File: src/rtl/key_debounce.sv
// key_debounce
//   Turns a raw, bouncing push-button into clean single-cycle step events for
//   the LED counter stage. The key is synchronised into CLOCK_50, debounced by
//   a restart-on-bounce stability counter, and edge-detected. While the key is
//   held, an auto-repeat FSM emits repeat pulses.
//
// Ports
//   CLOCK_50      in   system clock (50 MHz)
//   RST           in   asynchronous, active-high reset
//   key_in        in   raw button level, asynchronous to CLOCK_50
//   key_level     out  debounced level, 1 = pressed
//   press_pulse   out  one-cycle pulse on an accepted press
//   release_pulse out  one-cycle pulse on an accepted release
//   repeat_pulse  out  one-cycle pulse per auto-repeat while held
//   step_pulse    out  press_pulse | repeat_pulse (downstream increment enable)
module key_debounce #(
  parameter int ACTIVE_LOW      = 1,
  parameter int DEBOUNCE_CYCLES = 1000000,
  parameter int REPEAT_DELAY    = 25000000,
  parameter int REPEAT_PERIOD   = 5000000
) (
  input  logic CLOCK_50,
  input  logic RST,
  input  logic key_in,
  output logic key_level,
  output logic press_pulse,
  output logic release_pulse,
  output logic repeat_pulse,
  output logic step_pulse
);

  localparam int DB_W    = $clog2(DEBOUNCE_CYCLES);
  localparam int RPT_MAX = (REPEAT_DELAY > REPEAT_PERIOD) ? REPEAT_DELAY : REPEAT_PERIOD;
  localparam int RPT_W   = (RPT_MAX > 1) ? $clog2(RPT_MAX) : 1;

  localparam logic [DB_W-1:0]  DB_LAST     = DB_W'(DEBOUNCE_CYCLES - 1);
  localparam logic [RPT_W-1:0] DELAY_LAST  = RPT_W'(REPEAT_DELAY - 1);
  localparam logic [RPT_W-1:0] PERIOD_LAST = RPT_W'(REPEAT_PERIOD - 1);

  // Raw level of a released key; the synchroniser resets to it so that
  // leaving reset with the key up never looks like a press.
  localparam logic KEY_IDLE = (ACTIVE_LOW != 0);

  typedef enum logic [1:0] {
    IDLE,
    ARMING,
    REPEATING
  } state_t;

  logic             sync1_q, sync1_d;
  logic             sync2_q, sync2_d;
  logic             key_level_q, key_level_d;
  logic [DB_W-1:0]  db_cnt_q, db_cnt_d;
  logic             press_q, press_d;
  logic             release_q, release_d;
  logic             repeat_q, repeat_d;
  logic             step_q, step_d;
  logic [RPT_W-1:0] rpt_cnt_q, rpt_cnt_d;
  state_t           state_q, state_d;

  logic key_pressed;
  logic differ;
  logic accept_press;
  logic accept_release;

  // Synchroniser and debounce filter.
  always_comb begin
    sync1_d     = key_in;
    sync2_d     = sync1_q;
    key_pressed = KEY_IDLE ? ~sync2_q : sync2_q;
    differ      = (key_pressed != key_level_q);

    key_level_d = key_level_q;
    db_cnt_d    = '0;
    if (differ) begin
      if (db_cnt_q == DB_LAST) begin
        key_level_d = key_pressed;
      end else begin
        db_cnt_d = db_cnt_q + 1'b1;
      end
    end

    accept_press   = differ && (db_cnt_q == DB_LAST) && key_pressed;
    accept_release = differ && (db_cnt_q == DB_LAST) && !key_pressed;
  end

  // Auto-repeat FSM and pulse generation.
  always_comb begin
    state_d   = state_q;
    rpt_cnt_d = rpt_cnt_q;
    repeat_d  = 1'b0;

    case (state_q)
      IDLE: begin
        rpt_cnt_d = '0;
        if (accept_press) begin
          state_d = ARMING;
        end
      end
      ARMING: begin
        // A release takes priority over a coincident repeat expiry.
        if (accept_release) begin
          state_d   = IDLE;
          rpt_cnt_d = '0;
        end else if (rpt_cnt_q == DELAY_LAST) begin
          repeat_d  = 1'b1;
          rpt_cnt_d = '0;
          state_d   = REPEATING;
        end else begin
          rpt_cnt_d = rpt_cnt_q + 1'b1;
        end
      end
      REPEATING: begin
        if (accept_release) begin
          state_d   = IDLE;
          rpt_cnt_d = '0;
        end else if (rpt_cnt_q == PERIOD_LAST) begin
          repeat_d  = 1'b1;
          rpt_cnt_d = '0;
        end else begin
          rpt_cnt_d = rpt_cnt_q + 1'b1;
        end
      end
      default: begin
        state_d   = IDLE;
        rpt_cnt_d = '0;
      end
    endcase

    press_d   = accept_press;
    release_d = accept_release;
    // Press is only accepted from IDLE and repeats only occur outside IDLE,
    // so the two sources never coincide.
    step_d    = accept_press | repeat_d;
  end

  always_ff @(posedge CLOCK_50 or posedge RST) begin
    if (RST) begin
      sync1_q     <= KEY_IDLE;
      sync2_q     <= KEY_IDLE;
      key_level_q <= 1'b0;
      db_cnt_q    <= '0;
      press_q     <= 1'b0;
      release_q   <= 1'b0;
      repeat_q    <= 1'b0;
      step_q      <= 1'b0;
      rpt_cnt_q   <= '0;
      state_q     <= IDLE;
    end else begin
      sync1_q     <= sync1_d;
      sync2_q     <= sync2_d;
      key_level_q <= key_level_d;
      db_cnt_q    <= db_cnt_d;
      press_q     <= press_d;
      release_q   <= release_d;
      repeat_q    <= repeat_d;
      step_q      <= step_d;
      rpt_cnt_q   <= rpt_cnt_d;
      state_q     <= state_d;
    end
  end

  assign key_level     = key_level_q;
  assign press_pulse   = press_q;
  assign release_pulse = release_q;
  assign repeat_pulse  = repeat_q;
  assign step_pulse    = step_q;

endmodule
File: config.mk
export PLATFORM = sky130hd
export DESIGN_NAME = key_debounce
export DESIGN_NICKNAME = d
export VERILOG_FILES = /design/src/rtl/key_debounce.sv
export SDC_FILE = /design/constraint.sdc
export NUM_CORES = 1
export LEC_CHECK = 0
export CAP_MARGIN = 0
export CORE_ASPECT_RATIO = 1.25
export CORE_MARGIN = 5
export CORE_UTILIZATION = 35
export DETAILED_ROUTE_END_ITERATION = 10
export PLACE_DENSITY = 0.6
export SLEW_MARGIN = 10
export SYNTH_ARGS = -nofsm -noshare
export SYNTH_HDL_FRONTEND = slang
export SYNTH_SLANG_ARGS = --single-unit
File: constraint.sdc
create_clock -name CLOCK_50 -period 3.3 [get_ports CLOCK_50]
set_input_delay 0.825 -clock CLOCK_50 [delete_from_list [all_inputs] [get_ports CLOCK_50]]
set_output_delay 0.825 -clock CLOCK_50 [all_outputs]
set_load 0.03 [all_outputs]
### Word-level counts from Yosys, hierarchy flattened

Index checks and enable logic that the tools add are counted.

* add/sub/neg operators: 2
* equal/unequal tests: 9
* muxes and demuxes: 17
* bitwise gates (word level): 2
* reduce and logical (&&, ||, !) cells: 6

Operators by type and width (count)
* 25-bit two-way mux: 4
* 25-bit case mux with 2 select lines: 1
* 20-bit two-way mux: 2
* 25-bit by 1-bit adder with 25-bit output (second input constant): 1
* 25-bit by 23-bit equality test with 1-bit output (second input constant): 1
* 25-bit equality test (second input constant): 1
* 20-bit by 1-bit adder with 20-bit output (second input constant): 1
* 20-bit equality test (second input constant): 1
* 2-bit two-way mux: 4
* 2-bit case mux with 3 select lines: 1
* 1-bit two-way mux: 4
* 2-bit != test (second input constant): 2
* 1-bit logical AND: 3
* 3-bit != test (second input constant): 1
* 3-bit AND reduction: 1
* 2-bit by 1-bit equality test with 1-bit output (second input constant): 1
* 2-bit equality test (second input constant): 1
* 2-bit zero test: 1
* 1-bit case mux with 2 select lines: 1
* 2-bit AND reduction: 1
* 1-bit != test: 1
* 1-bit NOT: 1
* 1-bit bitwise OR: 1

* register bits: 54
* bits of input ports: 3
* output and inout bits: 5
* logic and storage cells: 46

### Depth between registers and ports, before layout

Gate-level depths: netlist (run 1).

* depth in word-level cells: 7
* gate-level depth with buffers: 7
* depth with buffers taken out: 6

### Least setup slack after synthesis (run 1)

OpenSTA, ideal clock, no wires.

* kind: register -> register
* from: reg rpt_cnt_q[7]
* to: reg rpt_cnt_q[11]
* setup time: 0.119 ns
* data arrival time: 1.931 ns
* required time: 3.181 ns
* setup slack: 1.251 ns
* stages on the path, launching flop included: 7
* buffers on the path: 1
* period minus slack after synthesis: 2.049 ns
* cell sequence: dfrtp_1 or4_1 or4_4 o21ai_1 a211o_4 buf_6 nor2_1

* word-level cells in the longest chain between the ends: 4
* elaborated cells on any way between the ends: 8
* classes of those cells: add/sub (1); eq/ne (2); mux (5)

Ends and longest elaborated chain
* start, declared: line 58 `logic [RPT_W-1:0] rpt_cnt_q, rpt_cnt_d;`
* start signal, assigned: line 158 `rpt_cnt_q <= rpt_cnt_d;`
* 25-bit by 1-bit adder with 25-bit output, or another cell as far along: line 110, 121
* 25-bit two-way mux, on equally long branches: line 117, 105
* 25-bit two-way mux, on equally long branches: line 114, 102
* 25-bit case mux with 2 select lines *: line 93 `case (state_q)`
* named net rpt_cnt_d[11]: line 58

Mark *: on every way through the listed nets, which the timed path passes. The rest lies on a longest branch.
A chain may end at the register's enable or synchronous reset.

### Worst setup path in the final report (run 1)

* from: reg key_level_q, in the netlist key_level
* to: out key_level

RTL lines
* start, declared: line 52 `logic key_level_q, key_level_d;`
* start signal, assigned: line 152 `key_level_q <= key_level_d;`
* end, declared: line 25 `output logic key_level,`

No word-level cell between the ends.

==> results of run 1 <==
-- cell type report --
type / instances / area, µm² / area share
sequential: 54 / 1354 / 0.4505
timing repair buffer: 10 / 92.59 / 0.03081
clock inverter: 2 / 37.54 / 0.01249
clock buffer: 6 / 72.57 / 0.02415
multi-input combinational: 211 / 1289 / 0.4288
tap: 95 / 118.9 / 0.03955
inverter: 11 / 41.29 / 0.01374
-- state kept, by name, indices dropped and copies added, names as in the netlist --
name	count
db_cnt_q	20
key_level	1
press_pulse	1
release_pulse	1
repeat_pulse	1
rpt_cnt_q	25
state_q	2
step_pulse	1
sync1_q	1
sync2_q	1
-- routing by layer --
metal / global-route usage / up-vias / wire, µm
li1: - / 976 / -
met1: 0.1509 / 904 / 2173
met2: 0.2028 / 20 / 2575
met3: 0.02744 / 6 / 137
met4: 0.03564 / 0 / 57
met5: 0 / - / 0
-- cell usage in the layout (no fill, tap or decap), drive strengths merged --
master / instances
dfrtp: 52
or4b: 1
nor2: 59
or4: 4
and2: 4
ha: 5
or2: 2
or3: 2
dfstp: 2
bufinv: 1
or4bb: 1
xnor2: 26
nor2b: 1
clkdlybuf4s50: 7
o21ai: 4
nor3: 19
clkbuf: 6
nor4: 2
nand3: 21
xor2: 16
o32ai: 1
inv: 11
nor4b: 1
and4: 6
and3: 11
o31a: 1
a211o: 1
nand4bb: 1
nand2: 13
a22oi: 1
buf: 3
clkinvlp: 1
o21bai: 1
o22a: 1
nand4: 6
-- synth_stat cells, types with 2 or more instances --
cell type / count / share of area
and2_1: 4 / 0.0092
and3_1: 11 / 0.025
and4_1: 6 / 0.019
buf_6: 2 / 0.0083
dfrtp_1: 52 / 0.48
dfstp_2: 2 / 0.019
ha_1: 5 / 0.023
inv_1: 11 / 0.015
nand2_1: 12 / 0.017
nand3_1: 21 / 0.039
nand4_1: 6 / 0.014
nor2_1: 59 / 0.082
nor3_1: 19 / 0.035
nor4_1: 2 / 0.0046
o21ai_0: 2 / 0.0037
or2_2: 2 / 0.0046
or3_1: 2 / 0.0046
or4_1: 3 / 0.0083
xnor2_1: 26 / 0.084
xor2_1: 16 / 0.052
-- worst max-delay path by stage --
stage                      startpoint  cells after the start             to  slack (ns)
after global routing      db_cnt_q[0]                      6  rpt_cnt_q[20]        0.80
after global placement    db_cnt_q[0]                      6   rpt_cnt_q[4]        1.05
final                       key_level                      1      key_level        1.01
after detailed placement  db_cnt_q[0]                      6  rpt_cnt_q[19]        1.02
after floorplan                   RST                      1    db_cnt_q[0]        1.16
after CTS                   key_level                      1      key_level        0.98
-- stage by stage --
stage / hold slack (ns) / power [W] / worst slack [ns] / utilization
after floorplan: 0.3452 / 0.0007005 / 1.164 / -
after global placement: 0.3521 / 0.0007114 / 1.046 / 0.3759
after detailed placement: 0.3530 / 0.0007115 / 1.021 / 0.3759
after CTS: 0.3684 / 0.001160 / 0.9828 / 0.3902
after global routing: 0.3721 / 0.001192 / 0.7951 / 0.3902
final: 0.3658 / 0.001143 / 1.007 / 0.3902
-- power breakdown --
group,internal [W],switching (W)
Clock,0.000227,0.000219
Combinational,0.00000768,0.0000197
Sequential,0.000666,0.00000321
-- kinds of logic (layout without fill, tap and decap cells) --
| family | count (synthesis) | in the layout |
|---|---|---|
| xor+xnor | 42 | 42 |
| buf+inv | 14 | 29 |
| compound gates | 10 | 10 |
| flops | 54 | 54 |
| simple gates | 154 | 154 |
| fa+ha+maj | 5 | 5 |
==> impl_results.md, run 1 <==
* Outcome: complete, no violations
* Clock sink total at 54
* Die ar. at around 9600 µm²
* Synthesized instance count at 279
* Syn Nets at around 290
* XOR/XNOR Fraction of Synth Area at 0.1357
* # fillers at 765
* Design area at around 3000 µm²
* First-pass GRT wire length at 9149 µm
* Simple-gate area share of the yosys netlist at 0.2861
* Site Rows at 36
* Detail Placement HPWL at roughly 3500 µm
* Final setup viols at 0
* Peak supply drop at approximately 0.19 mV
* Cell variety after synth at 36
* Clock Tree Root: clkbuf_8
* RR Endpoint: rpt_cnt_q[7]
* R2r worst-path depth at 6
* Die Y-Extent at 108.4 µm
* Hold Path Sink: sync2_q
* Number of remaining DRC errors at 0
* Hold Path Class: flip-flop to flip-flop
* RR Startpoint: db_cnt_q[0]
* Slew Limit Fails at 0
* Detailed router's first-iteration violation count at 72
* Antenna diodes at 0
* CTS Hold Bufs at 0
* Largest net degree at the start of global routing at 46
* WL/cell at around 13 µm
* Post-synth top flop: dfrtp_1
* Nets at about 300
* Slew margin rel. at 0.3903
* Detailed Routing Iterations Pass 1 at 4
* Synthesized area at around 2700 µm²
* Main combinational cell family by area after synthesis: simple AND/OR/NAND/NOR gates
* CP Capture Type: output port
* RSZ-0062 raised after global routing: no
* PwrDens at between 300 and 400 nW/µm²
* Critical path launch point type: flip-flop
* Share of post-route cells with drive strength above 1 at 0.06803
* Seq/Total Area, Yosys at 0.4993
* GRT overflow at 0
* Crit-path max cell delay at ~0.71 ns
* Area grow syn2layout at 10.84%
* Vias/cell at a little under 5
* Critical path, cell by cell: clkdlybuf4s50_1
* GRT Resource Usage Total at 0.1199
* Hold_sp: sync1_q
* WP buf/inv at 1
* Layout Cells excl Fill at 389
* CP arrival at around 1.5 ns
* Synth Warn # at 0
* Post-synthesis compound-gate area fraction at 0.03046
* Antenna violations before repair at 0
* CTS tree: done
* Resize count post-CTS at 0
* Fmax at 436.1 MHz
* FF+latch count, synth at 54
* Worst hold stages at 0
* Hold Vio Cnt, Final at 0
* CP Class: flip-flop to output port
* Dpl cell area at 2895 µm²
* Number of synthesized flops with an enable pin at 0
* Worst path required time at roughly 2.5 ns
* Largest fanout on the critical path at 6
* GP Congestion at between 0.7 and 0.8
* Cell family with most CP delay: buffers and inverters
* Vias at about 1900
* Clk_lat worst skew at between 0.3 and 0.4 ns
* Max cap viols at 0
* Vias in the first global route at between 1500 and 2000
* Synthesized-area fraction occupied by adder cells at 0.02307
* Cts bufs inserted at 5
* Dpl cells at 381
* Internal reg-to-reg setup slack at about 1 ns
* Tmin final at between 2 and 2.5 ns
* Ys async rst share at 1.000
* CP max stage cell: clkdlybuf4s50_1
* Antenna viol nets, final at 0
* Synth Area per Inst at roughly 10 µm²
* Core ar. at 7702 µm²
* PortBufs at 7
* H-tree levels at 2
* Deepest clock path buffer count at 2
* Multiplexer share of the synthesized area at 0
* Period utilization at 0.6948
* Ports at 8
* Pleak at roughly 1.2 nW
* Worst-margin pin slew at between 0.9 and 1 ns
* WL final at a little under 5000 µm
* Clock Skew at 0.008502 ns
* Setup TNS at 0 ns
* Setup bufs post-CTS at 0
* DIE WIDTH at roughly 89 µm
* Initial core utilization at 0.3520
* CTS clk-pin slew, worst paths at approximately 0.1 ns
Power figures use the tool's default switching activity.
==> inputs of run 2 (changes only) <==
- PLACE_DENSITY: 0.6 -> 0.62
- clock period: 3.3 -> 2.08 ns (I/O delays scaled with it)
==> impl_results.md, run 2 (synthesized netlist as in run 1, its figures left out) <==
* Outcome: finished, violations left
* Failing checks: negative setup slack
* Number of remaining DRC errors at 0 (unchanged)
* Die Y-Extent at 108.4 µm (unchanged)
* Period utilization at 1.003
* Hold Path Class: flip-flop to flip-flop
* Largest fanout on the critical path at 7 (+1)
* WP buf/inv at 0 (-1)
* WL final at 5694 µm (+15%)
* Slew margin rel. at 0.6724 (+0.2821)
* Vias/cell at 5.041 (+2.9%)
* Clock Skew at 0.01297 ns (+0.004466 ns)
* Cts bufs inserted at 5 (unchanged)
* CP max stage cell: or4_4
* Setup TNS at -0.01308 ns (-0.01308 ns)
* Footprint of the multi-input gates at 1424 µm² (+10%)
* Commonest non-fill, non-tap cell in the layout: dfrtp_1
* # fillers at 740 (-3.3%)
* Tmin final at 2.086 ns
* Detailed router's first-iteration violation count at 69 (-4.2%)
* Nets at 326 (+8.3%)
* PwrDens at 527.5 nW/µm² (+39%)
* GRT overflow at 0 (unchanged)
* Vias in the first global route at 2223 (+13%)
* Antenna viol nets, final at 0 (unchanged)
* Antenna violations before repair at 0 (unchanged)
* Cell family with most CP delay: simple AND/OR/NAND/NOR gates
* Site Rows at 36 (unchanged)
* Util after Layout at 0.4339 (+0.04370)
* Die ar. at 9618 µm² (unchanged)
* Biggest regs: rpt_cnt_q x25, db_cnt_q x20, state_q x2
* GRT Resource Usage Total at 0.1333 (+0.01335)
* Top reg by flops: rpt_cnt_q
* Pleak at 1.344 nW (+14%)
* Seq. cell area at 1354 µm² (unchanged)
* CP Capture Type: flip-flop
* Hold Vio Cnt, Final at 0 (unchanged)
* Clock Tree Root: clkbuf_8
* CP arrival at 2.28 ns (+0.81 ns)
* Vias at 2087 (+9.5%)
* Deepest clock path buffer count at 2 (unchanged)
* Clk_lat worst skew at 0.31 ns (about the same)
* GP Congestion at 0.8103 (+6.5%)
* Max reg flops at 25 (unchanged)
* CTS clk-pin slew, worst paths at 0.10 ns (about the same)
* Worst path required time at 2.28 ns (-0.19 ns)
* WL/cell at 13.75 µm (+8.2%)
* H-tree levels at 2 (unchanged)
* Ports at 8 (unchanged)
* Critical path, cell by cell: or4_1 > or4_4 > o21ai_4 > a211o_4 > nor2_2
* Setup slack after layout at -0.005685 ns (-1.013 ns)
* Detail Placement HPWL at 4018 µm (+14%)
* Crit-path max cell delay at 0.54 ns (-0.17 ns)
* Critical path launch point type: flip-flop
* DIE WIDTH at 88.73 µm (unchanged)
* Clock sink total at 54 (unchanged)
* Largest net degree at the start of global routing at 23 (-50%)
* Core ar. at 7702 µm² (unchanged)
* Antenna diodes at 0 (unchanged)
* RSZ-0062 raised after global routing: yes
* Area grow syn2layout at 23.26%
* Final setup viols at 4 (+4)
* Peak supply drop at 0.3013 mV (+61%)
* Share of post-route cells with drive strength above 1 at 0.2006 (+0.1326)
* Initial core utilization at 0.3520 (unchanged)
* CP Class: flip-flop to flip-flop
* Fmax at between 400 and 500 MHz
* Detailed Routing Iterations Pass 1 at 4 (unchanged)
* CTS Hold Bufs at 0 (unchanged)
* Max cap viols at 0 (unchanged)
* First-pass GRT wire length at 10120 µm (+11%)
* CTS tree: done
* Slew Limit Fails at 0 (unchanged)
* PortBufs at 7 (unchanged)
* Worst-margin pin slew at 0.4907 ns (-0.4226 ns)
* Most frequent cells in the layout: 52 x dfrtp_1, 50 x nor2_1, 26 x xnor2_1
[run 2: area by class of cell]
type | instances | share of cell area
multi-input combinational | 213 | 0.4261
inverter | 11 | 0.01235
sequential | 54 | 0.4051
tap | 95 | 0.03557
timing repair buffer | 33 | 0.09135
clock inverter | 2 | 0.004867
clock buffer | 6 | 0.02471
[run 2: final timing paths]
path                                     from       endpoint  slack [ns]  cells past startpoint
worst min register to register        sync1_q        sync2_q        0.35                      0
worst max-delay path            rpt_cnt_q[17]   rpt_cnt_q[7]      -0.006                      5
max in group asynchronous                 RST   db_cnt_q[10]        1.04                      3
worst min-delay path                  sync1_q        sync2_q        0.35                      0
min in group asynchronous                 RST  rpt_cnt_q[21]        0.54                      2
worst max register to register  rpt_cnt_q[17]   rpt_cnt_q[7]      -0.006                      5
[run 2: metrics by stage]
step	setup slack, ns	hold slack (ns)	area [µm²]	std cells	total power, W
after global placement	0.004627	0.3516	3098	403	0.001143
after detailed placement	-0.04665	0.3549	3098	403	0.001145
after floorplan	0.03071	0.3452	2711	279	0.001111
final	-0.005685	0.3545	3342	414	0.001763
after CTS	-0.006168	0.3634	3256	413	0.001793
after global routing	-0.05112	0.3684	3342	414	0.001850
[run 2: power breakdown]
| group | leakage (nW) | switching [W] | internal, W | total (W) |
|---|---|---|---|---|
| clock | 0.0478 | 0.000365 | 0.000275 | 0.000640 |
| combinational | 0.551 | 0.0000356 | 0.0000247 | 0.0000603 |
| sequential | 0.745 | 0.00000555 | 0.00106 | 0.00106 |
[run 2: timing repair]
item	in CTS	in global routing
setup buffers	0	1
cloned	2	0
gates resized for setup	7	19
endpoints found under the setup margin	28	49
pin swaps	2	7
hold endpoints to repair	0	0
[run 2: metal layers]
metal,global-route usage,routed length (µm)
met1,0.1553,2419
met2,0.2373,3070
met3,0.02744,106
met4,0.04752,97
met5,0,0
==> inputs of run 3 (changes only) <==
- REMOVE_ABC_BUFFERS: default -> 1
==> impl_results.md, run 3 (synthesized netlist as in run 1, its figures left out) <==
* Hold Vio Cnt, Final at 0 (unchanged)
* GRT Resource Usage Total at 0.1356 (+0.002352)
* Detail Placement HPWL at 3922 µm (-2.4%)
* Die Y-Extent at 108.4 µm (unchanged)
* Ports at 8 (unchanged)
* CP max stage cell: or4_4
* WL/cell at 14.19 µm (+3.2%)
* GRT met2 Usage at 0.2420 (+0.004777)
* Tmin final at 2.144 ns (+0.05849 ns)
* Pre-CTS setup slack at -0.08408 ns (-0.03743 ns)
* Failing checks: negative setup slack
* Pleak at 1.325 nW (-1.4%)
* Slew margin rel. at 0.7030 (+0.03063)
* Clock sink total at 54 (unchanged)
* CTS tree: done
* Max cap viols at 0 (unchanged)
* Core ar. at 7702 µm² (unchanged)
* DIE WIDTH at 88.73 µm (unchanged)
* CP Class: flip-flop to flip-flop
* Critical path, cell by cell: or4bb_1 > or4_4 > o21ai_4 > a211o_4 > nor2_2
* Outcome: finished, violations left
* Critical path launch point type: flip-flop
* GRT busiest layer: met2
* Site Rows at 36 (unchanged)
* Top reg by flops: rpt_cnt_q
* First-pass GRT wire length at 10230 µm (+1.1%)
* Setup slack after layout at -0.06417 ns (-0.05849 ns)
* PortBufs at 7 (unchanged)
* PwrDens at 542.5 nW/µm² (+2.8%)
* Clock Skew at 0.01319 ns (+0.0002226 ns)
* CTS clk-pin slew, worst paths at 0.09 ns (about the same)
* Vias in the first global route at 2165 (-2.6%)
* Final setup viols at 25 (+21)
* Largest net degree at the start of global routing at 25 (+8.7%)
* Cts bufs inserted at 5 (unchanged)
* Fmax at 466.4 MHz (-2.7%)
* Worst hold slack at 0.3602 ns (+0.005716 ns)
* Detailed Routing Iterations Pass 1 at 4 (unchanged)
* WL final at 5874 µm (+3.2%)
* Detailed router's first-iteration violation count at 71 (+2.9%)
* Worst-margin pin slew at 0.4421 ns (-0.04863 ns)
* Hold Path Class: flip-flop to flip-flop
* RSZ-0062 raised after global routing: yes
* Worst path required time at 2.29 ns (about the same)
* Dpl cells at 401 (-0.50%)
* Crit-path max cell delay at 0.55 ns (about the same)
* Initial core utilization at 0.3520 (unchanged)
* Final Power at 0.001829 W (+3.7%)
* Vias at 2136 (+2.3%)
* Deepest clock path buffer count at 2 (unchanged)
* Commonest non-fill, non-tap cell in the layout: dfrtp_1
* Antenna viol nets, final at 0 (unchanged)
* Clock Tree Root: clkbuf_8
* Nets at 326 (unchanged)
* Slew Limit Fails at 0 (unchanged)
* Max reg flops at 25 (unchanged)
* Antenna diodes at 0 (unchanged)
* CP arrival at 2.35 ns (+0.07 ns)
* Die ar. at 9618 µm² (unchanged)
* Grt met3 use at 0.01905 (-0.008384)
* Util after Layout at 0.4376 (+0.003736)
* Share of post-route cells with drive strength above 1 at 0.2194 (+0.01881)
* Number of remaining DRC errors at 0 (unchanged)
* Most frequent cells in the layout: 52 x dfrtp_1, 40 x nor2_1, 26 x xnor2_1
* GP Congestion at 0.8293 (+2.3%)
* Vias/cell at 5.159 (+2.3%)
* Layout Cells excl Fill at 414 (unchanged)
* Clk_lat worst skew at 0.32 ns (about the same)
* Largest fanout on the critical path at 7 (unchanged)
* Antenna violations before repair at 0 (unchanged)
* Area grow syn2layout at 24.32%
* Period utilization at 1.031 (+0.02812)
* GRT overflow at 0 (unchanged)
* Biggest regs: rpt_cnt_q x25, db_cnt_q x20, state_q x2
* H-tree levels at 2 (unchanged)
* M1 GR Usage at 0.1582 (+0.002885)
* CP Capture Type: flip-flop
* Peak supply drop at 0.2436 mV (-19%)
## run 3: cell count changes in the layout (fill, tap and decap cells not counted), moves of 2 or more
cell and change:
nor2_1 -10, nor2_4 +2, nor2_2 +8, nor3_1 +2
nor3_2 -3
## run 3: worst paths after layout
| check | startpoint | to | slack (ns) | depth (start not counted) |
|---|---|---|---|---|
| max in group asynchronous | RST | rpt_cnt_q[0] | 1.11 | 3 |
| setup reg to reg | rpt_cnt_q[23] | rpt_cnt_q[13] | -0.06 | 5 |
| hold reg to reg | sync1_q | sync2_q | 0.36 | 0 |
| hold / removal | sync1_q | sync2_q | 0.36 | 0 |
| min in group asynchronous | RST | rpt_cnt_q[7] | 0.51 | 2 |
| setup / recovery | rpt_cnt_q[23] | rpt_cnt_q[13] | -0.06 | 5 |
## run 3: where the power goes
group          internal, W   total, W  switching, W  leakage, nW
Combinational    0.0000210  0.0000546     0.0000336        0.528
Clock             0.000360   0.000712      0.000352       0.0514
Sequential         0.00106    0.00106    0.00000509        0.745
Total              0.00144    0.00183      0.000391         1.32
## run 3: critical path, delay by kind of cell, from the launching register on
kind | cells | cell delay [ns]
simple gates | 3 | 1.10
flops | 1 | 0.39
compound gates | 2 | 0.55
## run 3: layout make-up
type                       count  area (µm²)
clock buffer                   6       72.57
inverter                      11       41.29
clock inverter                 2       37.54
sequential                    54        1354
fill                         714        4332
multi-input combinational    214        1451
timing repair buffer          32       295.3
tap                           95       118.9
## run 3: through the flow
| stage | setup TNS, ns | cell area (µm²) |
|---|---|---|
| after floorplan | 0 | 2684 |
| after global placement | -0.7313 | 3083 |
| after detailed placement | -1.560 | 3083 |
| after CTS | -0.1332 | 3311 |
| after global routing | -2.639 | 3371 |
| final | -1.107 | 3371 |
## run 3: timing repair
| item | in CTS | in global routing |
|---|---|---|
| gates cloned | 3 | 0 |
| pin swaps | 10 | 14 |
| resized for setup | 14 | 20 |
| hold buffers | 0 | 0 |
| buffers inserted | 2 | 0 |
| endpoints found under the setup margin | 26 | 29 |
## run 3: metal layers
layer / part of all wire / routed length [µm]
met4: 0.032 / 187
met2: 0.51 / 2990
met3: 0.029 / 171
met1: 0.43 / 2525
met5: 0 / 0
